--- config.mk ---
export PLATFORM = sky130hd
export DESIGN_NAME = dds_spi_loader
export DESIGN_NICKNAME = d
export VERILOG_FILES = /design/src/rtl/dds_spi_loader.sv
export SDC_FILE = /design/constraint.sdc
export NUM_CORES = 1
export LEC_CHECK = 0
export ABC_AREA = 1
export ABC_CLOCK_PERIOD_IN_PS = 2250
export BUFFER_PORTS_ARGS = -buffer_cell sky130_fd_sc_hd__buf_2
export CAP_MARGIN = 20
export CORE_MARGIN = 1
export CORE_UTILIZATION = 50
export DETAILED_ROUTE_END_ITERATION = 8
export GPL_TIMING_DRIVEN = 1
export PLACE_DENSITY = 0.71
export SLEW_MARGIN = 10
export SYNTH_ARGS = -nofsm -noshare
export SYNTH_HDL_FRONTEND = slang
export SYNTH_SLANG_ARGS = --single-unit
--- constraint.sdc ---
create_clock -name sys_clk -period 2.25 [get_ports sys_clk]
set_input_delay 0.1125 -clock sys_clk [delete_from_list [all_inputs] [get_ports sys_clk]]
set_output_delay 0.1125 -clock sys_clk [all_outputs]
set_load 0.02 [all_outputs]
--- src/rtl/dds_spi_loader.sv ---
// dds_spi_loader: deserialises the slow serial control bus into the DDS frequency tuning word
// and phase-shift word. Serial inputs are asynchronous to sys_clk and are resynchronised here.
//
// Ports:
//   sys_clk, sys_rst         system clock, synchronous active-high reset
//   spi_clk, spi_data        serial clock (data captured on its rise) and MSB-first data
//   freq_cs, phaseshift_cs   active-high transfer selects
//   freq_word, freq_load     committed frequency word and its one-cycle load strobe
//   phase_word, phase_load   committed phase word and its one-cycle load strobe
//   xfer_error               sticky: both selects were active together
module dds_spi_loader #(
  parameter int unsigned PHASE_LENGTH = 16,
  parameter int unsigned ACC_LENGTH   = 48,
  parameter int unsigned SYNC_STAGES  = 2
) (
  input  logic                    sys_clk,
  input  logic                    sys_rst,
  input  logic                    spi_clk,
  input  logic                    spi_data,
  input  logic                    freq_cs,
  input  logic                    phaseshift_cs,
  output logic [ACC_LENGTH-1:0]   freq_word,
  output logic                    freq_load,
  output logic [PHASE_LENGTH-1:0] phase_word,
  output logic                    phase_load,
  output logic                    xfer_error
);

  localparam int unsigned NbW = $clog2(ACC_LENGTH + 1);

  typedef enum logic [2:0] {StIdle, StShiftF, StShiftP, StCommitF, StCommitP, StErr} state_e;

  // Bit order in the synchroniser bus: {phaseshift_cs, freq_cs, spi_data, spi_clk}
  logic [SYNC_STAGES-1:0][3:0] sync_q;
  logic [3:0]                  lvl;
  // History only for the signals whose edges matter: {phaseshift_cs, freq_cs, spi_clk}
  logic [2:0]                  hist_q;
  // Marks when every sync/history flop holds a real sample after reset
  logic [SYNC_STAGES:0]        vld_q;
  // A select may start a transfer only after it has been seen low since reset
  logic                        f_armed_q, p_armed_q;

  logic clk_rise, f_rise, f_fall, p_rise, p_fall;

  assign lvl      = sync_q[SYNC_STAGES-1];
  assign clk_rise = lvl[0] & ~hist_q[0];
  assign f_rise   = lvl[2] & ~hist_q[1];
  assign f_fall   = ~lvl[2] & hist_q[1];
  assign p_rise   = lvl[3] & ~hist_q[2];
  assign p_fall   = ~lvl[3] & hist_q[2];

  always_ff @(posedge sys_clk) begin
    if (sys_rst) begin
      sync_q    <= '0;
      hist_q    <= '0;
      vld_q     <= '0;
      f_armed_q <= 1'b0;
      p_armed_q <= 1'b0;
    end else begin
      sync_q <= {sync_q[SYNC_STAGES-2:0], {phaseshift_cs, freq_cs, spi_data, spi_clk}};
      hist_q <= {lvl[3], lvl[2], lvl[0]};
      vld_q  <= {vld_q[SYNC_STAGES-1:0], 1'b1};
      if (vld_q[SYNC_STAGES] && !lvl[2]) f_armed_q <= 1'b1;
      if (vld_q[SYNC_STAGES] && !lvl[3]) p_armed_q <= 1'b1;
    end
  end

  state_e                  state_q, state_d;
  logic [ACC_LENGTH-1:0]   sh_q;
  logic [NbW-1:0]          nbits_q;
  logic                    clr, shift_en, commit_f, commit_p, err_set;

  always_comb begin
    state_d  = state_q;
    clr      = 1'b0;
    shift_en = 1'b0;
    commit_f = 1'b0;
    commit_p = 1'b0;
    err_set  = 1'b0;
    unique case (state_q)
      StIdle: begin
        if (lvl[2] && lvl[3]) begin
          state_d = StErr;
        end else if (f_rise && f_armed_q) begin
          state_d = StShiftF;
          clr     = 1'b1;
        end else if (p_rise && p_armed_q) begin
          state_d = StShiftP;
          clr     = 1'b1;
        end
      end
      StShiftF: begin
        if (lvl[3]) begin
          state_d = StErr;
        end else begin
          shift_en = clk_rise;
          // A bit arriving with the select fall still counts toward a non-empty word
          if (f_fall) state_d = (nbits_q != '0 || clk_rise) ? StCommitF : StIdle;
        end
      end
      StShiftP: begin
        if (lvl[2]) begin
          state_d = StErr;
        end else begin
          shift_en = clk_rise;
          if (p_fall) state_d = (nbits_q != '0 || clk_rise) ? StCommitP : StIdle;
        end
      end
      StCommitF: begin
        commit_f = 1'b1;
        state_d  = StIdle;
      end
      StCommitP: begin
        commit_p = 1'b1;
        state_d  = StIdle;
      end
      StErr: begin
        err_set = 1'b1;
        if (!lvl[2] && !lvl[3]) state_d = StIdle;
      end
      default: state_d = StIdle;
    endcase
  end

  always_ff @(posedge sys_clk) begin
    if (sys_rst) begin
      state_q    <= StIdle;
      sh_q       <= '0;
      nbits_q    <= '0;
      freq_word  <= '0;
      phase_word <= '0;
      freq_load  <= 1'b0;
      phase_load <= 1'b0;
      xfer_error <= 1'b0;
    end else begin
      state_q    <= state_d;
      freq_load  <= commit_f;
      phase_load <= commit_p;
      if (clr) begin
        sh_q    <= '0;
        nbits_q <= '0;
      end else if (shift_en) begin
        sh_q <= {sh_q[ACC_LENGTH-2:0], lvl[1]};
        if (nbits_q != NbW'(ACC_LENGTH)) nbits_q <= nbits_q + NbW'(1);
      end
      if (commit_f) freq_word  <= sh_q;
      if (commit_p) phase_word <= sh_q[PHASE_LENGTH-1:0];
      if (err_set)  xfer_error <= 1'b1;
    end
  end

endmodule
==> results.md <==
* Status: finished clean
* Initial core utilization at 51.7%
* Crit path required time at 2.70 ns
* DRC viols at 0
* Post-synthesis mux area share at 0%
* Largest family of logic cells by synthesized area: simple AND/OR/NAND/NOR gates
* Top-area cell type share of the netlist area at 55.5%
* Final worst-path cycle share at 78.6%
* Mapped Area at 5050 um^2
* Final setup vio count at 0
* Critical Setup Path Class: reg2reg
* 1st-iter DRT viols at 166
* Area added between synthesis and finish at 20.1%
* WP data arrival at 2.22 ns
* Clk pin slew, worst setup/hold paths at 0.06 ns
* Worst min path class: in2reg
* Antenna Cells at 0
* Synth Warn # at 0
* CTS Sinks at 140
* Inst Count DP at 828
* Synth Net Count at 660
* Clk_skew at 0.00687 ns
* Largest cells by area after synthesis: dfxtp_1, nor2_1, o21ai_0
* Period minus WS final at 1.77 ns
* Initial antenna violation count at 0
* Most frequent cell after synthesis: nor2_1
* Met3 usage in global routing at 5.15%
* Die Span Y at 103 um
* Avg WL per Cell at 12.3 um
* Die ar. at 10500 um^2
* Synth Area in Adders at 0.495%
* Crit. End Element: flop
* Grt met2 use at 36.1%
* Syn avg cell area at 7.75 um^2
* RSZ-0062 raised after global routing: false
* Commonest register cell after synthesis: dfxtp_1
* Vias in the first global route at 3977
* CTS Hold Bufs at 4
* Max FO, Critical Path at 48
* Die width at 103 um
* Most frequent cells after synthesis: nor2_1, dfxtp_1, o21ai_0
* Dpl hpwl at 6.72 mm
* CTS buffer count at 17
* Synth Area in Compound Gates at 13.2%
* Most area-hungry cell type in the Yosys netlist: dfxtp_1
* Asr flop ratio synth at 0%
* Total Routing Usage GR at 21.5%
* CTS root buffer: clkbuf_8
* Slew @ Worst Pin at 0.778 ns
* Cells after Synth at 652
* Pre-antenna DRT Iters at 4
* Seq/Total Area, Yosys at 55.5%
* Pin count of the biggest net entering global routing at 50
* Core area at 9770 um^2
* H-Tree Depth at 4
* Share of cells above drive strength 1 at 16.7%
* Port bufs at 72
* Total wire length at 10.6 mm
* Leak at 3.09 nW
* Rows at 36
* IO Pins at 73
* Grt total ovfl at 0
* Final-stage net count at 726
* Peak VDD IR at 0.568 mV
* Worst hold slack at 0.0201 ns
* Global-route wire length before repair at 17.7 mm
* Final Hold Viols at 0
* Max Clk Rate at 0.566 GHz
* Final TNS setup at 0 ns
* Synth unique cells at 23
* Routed Antenna Nets at 0
* Max-cap violation count at 0
* Synth Register Bits at 140
* Max-slew violations at 0
* Rel. slew slack at 48.1%
* Finished Layout Cells at 863
* Vias per cell at 4.99
* CTS tree: yes
* Crit start category: flop
* Post-CTS Setup Bufs at 0
* Met1 Use GR at 26.7%
* PwrDens at 905 nW/um^2
* EDFF count, synth at 0
* Busiest grt layer: met2
* Post-Synth Simple-Gate Area at 23.7%
* Final Wtd Congestion at 0.871
* Clk_lat worst skew at 0.52 ns
* Clock Tree Buf Depth at 2
* Detailed-route via count at 4303
* Post-CTS resize count at 0
* XOR/XNOR Fraction of Synth Area at 0.520%
==> final timing paths <==
check	from	endpoint	slack, ns	cells after the start
setup reg to reg	state_q[2]	sh_q[31]	0.48	8
setup / recovery	state_q[2]	sh_q[31]	0.48	8
hold / removal	sys_rst	phase_load	0.02	2
hold reg to reg	vld_q[1]	vld_q[2]	0.40	2
==> cell families (layout without fill, tap and decap cells) <==
group | Yosys count | count (layout)
xor+xnor | 3 | 3
buf+inv | 72 | 150
fa+ha+maj | 2 | 2
flops | 140 | 140
simple gates | 305 | 305
compound gates | 130 | 130
==> layout make-up <==
type,instances,area (um^2)
multi-input cells,440,1920
fillers,878,3700
well taps,133,166
repair buffers,84,460
flip-flops and latches,140,2800
inverters,35,131
clock buffers,17,414
clock inverters,14,173
==> metrics by stage <==
step / worst slack (ns) / total power (W) / util (%) / area (um^2)
after floorplan: 0.927 / 0.00275 / - / 5050
after global placement: 0.633 / 0.00279 / 55.7 / 5440
after detailed placement: 0.519 / 0.00280 / 55.7 / 5440
after CTS: 0.504 / 0.00552 / 62.1 / 6070
after global routing: 0.306 / 0.00567 / 62.1 / 6070
final: 0.482 / 0.00549 / 62.1 / 6070
==> cells in the final DEF, fill, tap and decap left out, types with 2 or more instances in the layout <==
master / Yosys / routed
nand2_1: 34 / 34
buf_4: 8 / 8
inv_1: 31 / 30
a21oi_1: 14 / 14
ha_1: 2 / 2
nand4_1: 2 / 2
clkbuf_16: 0 / 16
nand3_1: 15 / 15
o21ai_0: 106 / 106
o21ai_1: 8 / 8
inv_2: 4 / 4
clkinv_2: 0 / 2
clkinv_4: 0 / 3
nand2_2: 2 / 2
dlygate4sd3_1: 0 / 4
bufinv_16: 0 / 3
nand3_2: 2 / 2
clkinvlp_4: 0 / 5
nor2_1: 248 / 248
dfxtp_1: 140 / 140
buf_2: 8 / 72
xor2_1: 3 / 3
==> routing by layer <==
| layer | wire length, um | vias up |
|---|---|---|
| met5 | 0 | - |
| met4 | 146 | 0 |
| met3 | 433 | 16 |
| met2 | 5020 | 111 |
| met1 | 5020 | 1980 |
| li1 | - | 2196 |
==> critical path, stage by stage, from the launching register on <==
cell     delay [ns]
dfxtp_1        0.45
inv_2          0.10
nand2_2        0.11
nor2_4         0.05
nand3_2        0.07
nand2_2        0.08
inv_2          0.57
nor2_1         0.11
nor2_1         0.14
==> state kept, by name (all words and copies together) (netlist names) <==
register	flops
freq_word	48
sync_q	4
phase_load	1
phase_word	16
xfer_error	1
p_armed_q	1
sh_q	48
f_armed_q	1
hist_q	3
lvl	4
freq_load	1
vld_q	3
state_q	3
nbits_q	6
==> power breakdown <==
part	internal, W	total, W	switching, W
clock network	0.00168	0.00274	0.00106
registers	0.00253	0.00256	0.0000327
logic	0.0000633	0.000195	0.000132
total	0.00427	0.00549	0.00122
(Power assumes the default switching activity.)
